**config.mk**
```make
export PLATFORM = sky130hd
export DESIGN_NAME = nco_clkgen_flat
export DESIGN_NICKNAME = d
export VERILOG_FILES = /design/src/rtl/nco_clkgen_pkg.sv /design/src/rtl/nco_clkgen_if.sv /design/src/rtl/nco_clkgen_channel.sv /design/src/rtl/nco_clkgen.sv /design/src/flat_wrapper.sv
export SDC_FILE = /design/constraint.sdc
export NUM_CORES = 1
export LEC_CHECK = 0
export BUFFER_PORTS_ARGS = -buffer_cell sky130_fd_sc_hd__buf_4
export CAP_MARGIN = 40
export CELL_PAD_IN_SITES_DETAIL_PLACEMENT = 1
export CELL_PAD_IN_SITES_GLOBAL_PLACEMENT = 2
export CORE_ASPECT_RATIO = 0.7
export CORE_UTILIZATION = 40
export CTS_CLUSTER_DIAMETER = 150
export DETAILED_ROUTE_END_ITERATION = 8
export MAX_ROUTING_LAYER = met4
export PLACE_DENSITY = 0.87
export SLEW_MARGIN = 20
export SYNTH_ARGS = -nofsm -noshare
export SYNTH_HDL_FRONTEND = slang
export SYNTH_HIERARCHICAL = 1
export SYNTH_SLANG_ARGS = --single-unit
```
**constraint.sdc**
```tcl
create_clock -name clk -period 3.5 [get_ports clk]
set_input_delay 0.525 -clock clk [delete_from_list [all_inputs] [get_ports clk]]
set_output_delay 0.525 -clock clk [all_outputs]
set_load 0.1 [all_outputs]
```
**src/rtl/nco_clkgen_pkg.sv**
```systemverilog
// Shared constants and helpers for the NCO clock generator.
// Optional build macro used by this design: NCO_SYNC_EN.
package nco_pkg;

    localparam int NCO_NUM_CH = 2;
    localparam int NCO_ACC_W  = 24;

    // Channel-select width; a single channel still needs a 1-bit field.
    function automatic int ch_width(input int num_ch);
        return (num_ch > 1) ? $clog2(num_ch) : 1;
    endfunction

endpackage

```
**src/rtl/nco_clkgen_if.sv**
```systemverilog
// Increment write port of the NCO clock generator.
// Handshake: wr_en is a one-cycle strobe with no ready; a write is taken on every
// rising clk edge where wr_en=1, and writes with wr_ch >= NUM_CH are dropped.
interface nco_clkgen_if #(
    parameter int NUM_CH = 2,
    parameter int ACC_W  = 24,
    parameter int CH_W   = 1
);
    logic              wr_en;
    logic [CH_W-1:0]   wr_ch;
    logic [ACC_W-1:0]  wr_inc;

    modport master (output wr_en, output wr_ch, output wr_inc);
    modport slave  (input  wr_en, input  wr_ch, input  wr_inc);
endinterface

```
**src/rtl/nco_clkgen_channel.sv**
```systemverilog
// One NCO channel: phase accumulator, shadow/active increment and wrap tick.
// Increment changes take effect only at a wrap so clk_out never produces a runt pulse.
module nco_channel #(
    parameter int ACC_W = 24
) (
    input  logic             clk,
    input  logic             reset_n,
    input  logic             en,
    input  logic             ld,
    input  logic [ACC_W-1:0] ld_val,
    input  logic             clr,
    output logic             clk_out,
    output logic             tick,
    output logic             pending
);

    logic [ACC_W-1:0] acc, acc_n;
    logic [ACC_W-1:0] inc_act, inc_act_n;
    logic [ACC_W-1:0] inc_shd, inc_shd_n;
    logic             pend, pend_n;
    logic             tick_r, tick_n;
    logic [ACC_W:0]   sum;
    logic             carry;

    assign sum   = {1'b0, acc} + {1'b0, inc_act};
    assign carry = sum[ACC_W];

    // inc_shd equals inc_act whenever pend is clear, so copying the shadow is always safe.
    always_comb begin
        acc_n     = acc;
        inc_act_n = inc_act;
        inc_shd_n = inc_shd;
        pend_n    = pend;
        tick_n    = 1'b0;
        if (!en) begin
            acc_n     = '0;
            inc_act_n = inc_shd;
            if (ld) begin
                inc_shd_n = ld_val;
                pend_n    = 1'b1;
            end else begin
                pend_n    = 1'b0;
            end
        end else if (clr) begin
            acc_n     = '0;
            inc_act_n = ld ? ld_val : inc_shd;
            inc_shd_n = ld ? ld_val : inc_shd;
            pend_n    = 1'b0;
        end else begin
            acc_n  = sum[ACC_W-1:0];
            tick_n = carry;
            if (carry) begin
                inc_act_n = ld ? ld_val : inc_shd;
                inc_shd_n = ld ? ld_val : inc_shd;
                pend_n    = 1'b0;
            end else if (ld) begin
                inc_shd_n = ld_val;
                pend_n    = 1'b1;
            end
        end
    end

    always_ff @(posedge clk or negedge reset_n) begin
        if (!reset_n) begin
            acc     <= '0;
            inc_act <= '0;
            inc_shd <= '0;
            pend    <= 1'b0;
            tick_r  <= 1'b0;
        end else begin
            acc     <= acc_n;
            inc_act <= inc_act_n;
            inc_shd <= inc_shd_n;
            pend    <= pend_n;
            tick_r  <= tick_n;
        end
    end

    assign clk_out = acc[ACC_W-1];
    assign tick    = tick_r;
    assign pending = pend;

endmodule

```
**src/rtl/nco_clkgen.sv**
```systemverilog
// Multi-channel phase-accumulator clock generator: f_out = f_clk * inc / 2^ACC_W.
// Define NCO_SYNC_EN to add sync_in, whose rising edge phase-aligns all enabled channels.
module nco_clkgen
    import nco_pkg::*;
#(
    parameter int NUM_CH = NCO_NUM_CH,
    parameter int ACC_W  = NCO_ACC_W,
    parameter int CH_W   = ch_width(NUM_CH)
) (
    input  logic              clk,
    input  logic              reset_n,
`ifdef NCO_SYNC_EN
    input  logic              sync_in,
`endif
    input  logic [NUM_CH-1:0] ch_en,
    nco_clkgen_if.slave       wr,
    output logic [NUM_CH-1:0] clk_out,
    output logic [NUM_CH-1:0] tick,
    output logic [NUM_CH-1:0] pending
);

    logic clr;

`ifdef NCO_SYNC_EN
    logic sync_d;
    logic clr_r;

    // Edge is detected on the registered copy; the clear lands one cycle later.
    always_ff @(posedge clk or negedge reset_n) begin
        if (!reset_n) begin
            sync_d <= 1'b0;
            clr_r  <= 1'b0;
        end else begin
            sync_d <= sync_in;
            clr_r  <= sync_in & ~sync_d;
        end
    end

    assign clr = clr_r;
`else
    assign clr = 1'b0;
`endif

    for (genvar i = 0; i < NUM_CH; i++) begin : g_ch
        logic ld;

        // Only encodings below NUM_CH can match, so out-of-range writes fall away.
        assign ld = wr.wr_en && (wr.wr_ch == CH_W'(i));

        nco_channel #(.ACC_W(ACC_W)) u_ch (
            .clk     (clk),
            .reset_n (reset_n),
            .en      (ch_en[i]),
            .ld      (ld),
            .ld_val  (wr.wr_inc),
            .clr     (clr),
            .clk_out (clk_out[i]),
            .tick    (tick[i]),
            .pending (pending[i])
        );
    end

endmodule

```
**src/flat_wrapper.sv**
```systemverilog
// flat-port wrapper written by rule: the top's interface ports become plain ports
module nco_clkgen_flat import nco_pkg::*;
#(
    parameter int NUM_CH = NCO_NUM_CH,
    parameter int ACC_W  = NCO_ACC_W,
    parameter int CH_W   = ch_width(NUM_CH)
)
  (clk, reset_n, ch_en, clk_out, tick, pending, wr_wr_en, wr_wr_ch, wr_wr_inc);
  nco_clkgen_if #(.NUM_CH(NUM_CH), .ACC_W(ACC_W), .CH_W(CH_W)) wr_i ();
  input  logic clk;
  input  logic reset_n;
  input  logic [NUM_CH-1:0] ch_en;
  output logic [NUM_CH-1:0] clk_out;
  output logic [NUM_CH-1:0] tick;
  output logic [NUM_CH-1:0] pending;
  input wire logic [$bits(wr_i.wr_en)-1:0] wr_wr_en;
  input wire logic [$bits(wr_i.wr_ch)-1:0] wr_wr_ch;
  input wire logic [$bits(wr_i.wr_inc)-1:0] wr_wr_inc;
  assign wr_i.wr_en = wr_wr_en;
  assign wr_i.wr_ch = wr_wr_ch;
  assign wr_i.wr_inc = wr_wr_inc;
  nco_clkgen #(.NUM_CH(NUM_CH), .ACC_W(ACC_W), .CH_W(CH_W)) u_core (.clk(clk), .reset_n(reset_n), .ch_en(ch_en), .wr(wr_i), .clk_out(clk_out), .tick(tick), .pending(pending));
endmodule
```
# Word-level counts from Yosys, hierarchy flattened
# Index checks and enable logic that the tools add are counted.
[word_totals]
word_cells = 37
latch_bits = 0
n_memories = 0
register_bits = 148
romBits = 0
in_bits = 30
ramBits = 0
[classes]
n_div = 0
bitwise = 1
eq_ne = 4
n_mul = 0
n_reduce_logical = 2
add_sub_neg = 2
n_lt_le_gt_ge = 0
shifts = 0
n_mux = 18
[op_table]
columns = ["op", "count"]
rows = [
  ["$mux 24", 8],
  ["$add 24x24->25", 2],
  ["$mux 1", 10],
  ["$ne 3x1->1 const B", 2],
  ["$ne 2x1->1 const B", 2],
  ["$logic_and 1x1->1", 2],
  ["$not 1->1", 1],
]

# Logic depth before layout (Yosys ltp)
[depth]
ltp_word = 5
ltp_mapped = 10

# By module
# Netlist, hierarchy kept.
[by_module_without_submodules]
columns = ["mod", "cells_each", "instances", "seq_area_each_um2", "area_each_um2"]
rows = [
  ["nco_channel (u_core.g_ch[0].u_ch)", 418, 1, 1851.8, 4339.2],
  ["nco_channel (u_core.g_ch[1].u_ch)", 402, 1, 1851.8, 4234.1],
  ["nco_clkgen", 3, 1, 0.0, 20.0],
]

# Least setup slack after synthesis
# OpenSTA, ideal clock, no wires.
[synth_timing]
kind = "register to register"
start = "register u_core.g_ch[1].u_ch.inc_act[0]"
end = "register u_core.g_ch[1].u_ch.inc_act[10]"
path_stages_with_launch = 11
period_less_slack_ns = 2.681
slack_ns = 0.819
required_time_ns = 3.421
path_buffers = 2
arrival_ns = 2.602
path_cell_list = "dfrtp_1 > ha_1 > fa_1 > a21o_1 > a221o_1 > a211oi_2 > nor4b_2 > nor4b_2 > buf_4 > buf_12 > mux2i_1"
[synth_via]
elab_chain_cells = 2
[synth_rtl]
columns = ["element", "line", "text"]
rows = [
  ["from (decl)", "nco_clkgen_channel.sv:18", "logic [ACC_W-1:0] inc_act, inc_act_n;"],
  ["from (signal assigned)", "nco_clkgen_channel.sv:72", "inc_act <= inc_act_n;"],
  ["$add 24x24->25", "nco_clkgen_channel.sv:25", "assign sum = {1'b0, acc} + {1'b0, inc_act};"],
  ["$ne 2x1->1 (no source line)", "-", ""],
]
# Every way passes these cells.
# A chain may end at the register's enable or synchronous reset.

# Worst setup path in the final report
[layout_timing]
start = "register u_core.g_ch[0].u_ch.inc_act[0]"
end = "register u_core.g_ch[0].u_ch.acc[22]"
[layout_via]
elab_chain_cells = 2
[layout_rtl]
columns = ["element", "line", "text"]
rows = [
  ["from (decl)", "nco_clkgen_channel.sv:18", ""],
  ["from (signal assigned)", "nco_clkgen_channel.sv:72", ""],
  ["$add 24x24->25", "nco_clkgen_channel.sv:25", ""],
  ["$mux 24", "nco_clkgen_channel.sv:35", "if (!en) begin"],
  ["via u_core.g_ch[0].u_ch.acc_n[22]", "nco_clkgen_channel.sv:17", "logic [ACC_W-1:0] acc, acc_n;"],
  ["to (signal assigned)", "nco_clkgen_channel.sv:71", "acc <= acc_n;"],
  ["to (decl)", "nco_clkgen_channel.sv:17", ""],
]
# The timed path passes the listed nets, and every way through them passes these cells.

==> flow_summary.yaml <==
die:
  die_h_um: 125
  ios: 36
  dieArea_mm2: 0.0221
  rows: 44
  die_w_um: 177
  initial_core_util_pct: 41.1
  core-area_mm2: 0.0209
global_route:
  grt_max_degree: 76
  grt_util_all_layers_pct: 22.8
  grt_pass1_wl_mm: 37.4
  antenna_found_initial: 1
  overflow: 0
  first_global_vias: 6666
critical_path:
  crit_start: "u_core/g_ch[0].u_ch/inc_act[0]"
  required_ps: 3840
  cp_max_fo: 5
  critical_path_class: "register to register"
  r2r_setup_slack_ps: 340
  cp_num_buf_inv: 0
  critPathLaunchType: "register"
  path_cells: "ha_1 -> fa_1 -> a21o_1 -> a221o_2 -> a21oi_1 -> o21ai_0 -> a211oi_1 -> mux2i_1"
  cpMaxStageDelayCell: "a211oi_1"
  timing.rr.start: "u_core/g_ch[0].u_ch/inc_act[0]"
  critPathTopFamily: "compound AO/OA/AOI/OAI gates"
  cp-end-kind: "register"
  slowest_delay_ps: 450
  timing.rr.end: "u_core/g_ch[0].u_ch/acc[22]"
  crit_arrival_ps: 3500
  reg2reg_depth: 8
place:
  place_congestion: 0.825
  port-buffer-count: 35
  hpwl_mm: 16.8
yosys:
  ys_dominant_reg_cell: "dfrtp_1"
  ys_top_cells_by_area: "dfrtp_1 (43%), mux2i_1 (9.0%), ha_1 (7.0%)"
  synth_common_cells: "dfrtp_1 (148), mux2i_1 (77), nand2_1 (64)"
  yosysTopAreaCell: "dfrtp_1"
  synth_edf_count: 0
  synth_mux_area_share_pct: 15.3
  async_flop_share_pct: 100
  synth_top_family_by_area: "multiplexers"
  synth_area_mm2: 0.00859
  yosysMostFrequentCell: "dfrtp_1"
  ys_seq_area_share_pct: 43.1
  synth.distinct_cells: 66
  postSynthCellCount: 823
  synthAdderAreaFrac_pct: 7.45
  synth-xor-area-share_pct: 2.55
  synth_compound_area_share_pct: 14.7
  yosysWarningCount: 6
  synth-simple-area-share_pct: 12.4
  ys_ff_latch: 148
  syn_avg_cell_area_um2: 10.4
  synth_top_area_share_pct: 43.1
clock_network:
  post-cts-setup-buffers: 0
  cts_tree: "yes"
  cts.sinks: 148
  clkSlewWorstSetupHoldPaths_ps: 60
  numCtsBuffers: 17
  ctsHoldBuffers: 0
  clk_latency_ps: 430
  clk_path_buf_depth: 2
  ctsResizeCount: 0
  cts_root_buffer: "clkbuf_16"
  cts_max_level: 4
sta:
  worstMarginPinSlew_ps: 893
  fin_crit_sh_pct: 90.2
  setup_viol: 0
  rsz0062_at_grt: "no"
  clock.fmax_mhz: 317
  fin_crit_ps: 3160
  finalMaxSlewViolations: 0
  hold_viol: 0
  skew_ps: 8.54
  setup_tns_ps: 0
  relSlewSlack_pct: 40.4
  whs_ps: 113
detailed_routing:
  num_vias: 6482
  drt-initial-drc-count: 539
  wirelength_mm: 23.1
  first_pass_iters: 5
  post_drt_wl_per_cell_um: 20.4
  antenna_left: 0
  drc_errors: 0
  via_per_inst: 5.71
pwr:
  leakage_nw: 4.45
  p_total_mw: 6.45
  power_density_mw_per_mm2: 668
  ir_worst_vdd_uv: 390
flow_run:
  maxCapViolCount: 0
layout:
  utilization_pct: 46.2
  fin_nets: 927
  drive_gt1_share_pct: 17.2
  antennaDiodeCount: 0
  synthToLayoutAreaGrowth_pct: 12.4
run_status:
  outcome: "complete, no violations"
min_path:
  hold_class: "primary input to async pin"
metal layers:
layer | global-route usage, % | up-vias | share of wire, %
li1 | - | 3034 | -
met1 | 35.3 | 3319 | 54
met2 | 30.2 | 111 | 42
met3 | 3.45 | 18 | 3.3
met4 | 5.88 | 0 | 1.2
met5 | - | - | 0
flip-flops by register name (all words and copies together) (netlist names):
| register | flops |
|---|---|
| u_core/g_ch.u_ch/acc | 48 |
| u_core/g_ch.u_ch/inc_act | 48 |
| u_core/g_ch.u_ch/inc_shd | 48 |
| u_core/g_ch.u_ch/pending | 2 |
| u_core/g_ch.u_ch/tick | 2 |
cell families after synthesis:
group,count (synthesis)
flip-flops,148
buffers and inverters,83
XOR/XNOR,25
multiplexers,125
adder cells (fa/ha/maj),50
AO/OA/AOI/OAI,177
AND/OR/NAND/NOR,214
other,1
per-stage QoR:
step / instances / area [um^2] / worst slack [ps]
2_1_floorplan: 828 / 8610 / 819
3_3_place_gp: 1104 / 9100 / 446
3_5_place_dp: 1104 / 9100 / 411
4_1_cts: 1136 / 9660 / 356
5_1_grt: 1136 / 9660 / 216
6_report: 1136 / 9660 / 344
power by group:
part | switching (mW) | leakage [nW] | total [mW] | internal (mW)
Sequential | 0.223 | 1.83 | 2.27 | 2.04
Clock | 0.771 | 0.269 | 1.75 | 0.980
Combinational | 1.50 | 2.35 | 2.43 | 0.932
Total | 2.50 | 4.45 | 6.45 | 3.96
worst reg2reg max path, delay by kind of cell, from the launching register on:
family / cells / cell delay [ps]
AO/OA/AOI/OAI: 5 / 1800
adder cells (fa/ha/maj): 2 / 620
multiplexers: 1 / 260
flip-flops: 1 / 380
worst max path at each step:
stage / endpoint / slack (ps) / cells past startpoint
after detailed placement: u_core/g_ch[1].u_ch/inc_act[14] / 410 / 9
after global placement: u_core/g_ch[0].u_ch/acc[22] / 450 / 8
after floorplan: u_core/g_ch[1].u_ch/inc_act[10] / 820 / 10
after CTS: u_core/g_ch[0].u_ch/acc[22] / 360 / 8
after global routing: u_core/g_ch[0].u_ch/acc[22] / 220 / 8
final: u_core/g_ch[0].u_ch/acc[22] / 340 / 8
layout by cell type (no fill, tap or decap), types with 6 or more instances in the layout:
cell       count
buf_4         45
clkbuf_16     17
a21o_1        17
a21oi_1       51
nand4_1       11
o32ai_1       21
nor3_1        31
and2_1        10
nand3_1       10
mux2i_1       77
inv_1         36
nor2_1        49
dfrtp_1      148
nand2b_1       6
o21ai_0       23
a211oi_1      10
conb_1         6
xor2_1         8
mux2_2        48
o21a_1        12
nand2_1       64
xnor2_1       17
ha_1          48
cell type report:
| class | count | area, um^2 |
|---|---|---|
| clock buffer | 17 | 425 |
| fill | 2300 | 11300 |
| inverter | 36 | 135 |
| timing repair buffer | 47 | 369 |
| tap | 276 | 345 |
| multi-input combinational | 597 | 4540 |
| clock inverter | 15 | 134 |
| sequential | 148 | 3700 |
No activity file was read; power rests on OpenSTA's default activity.
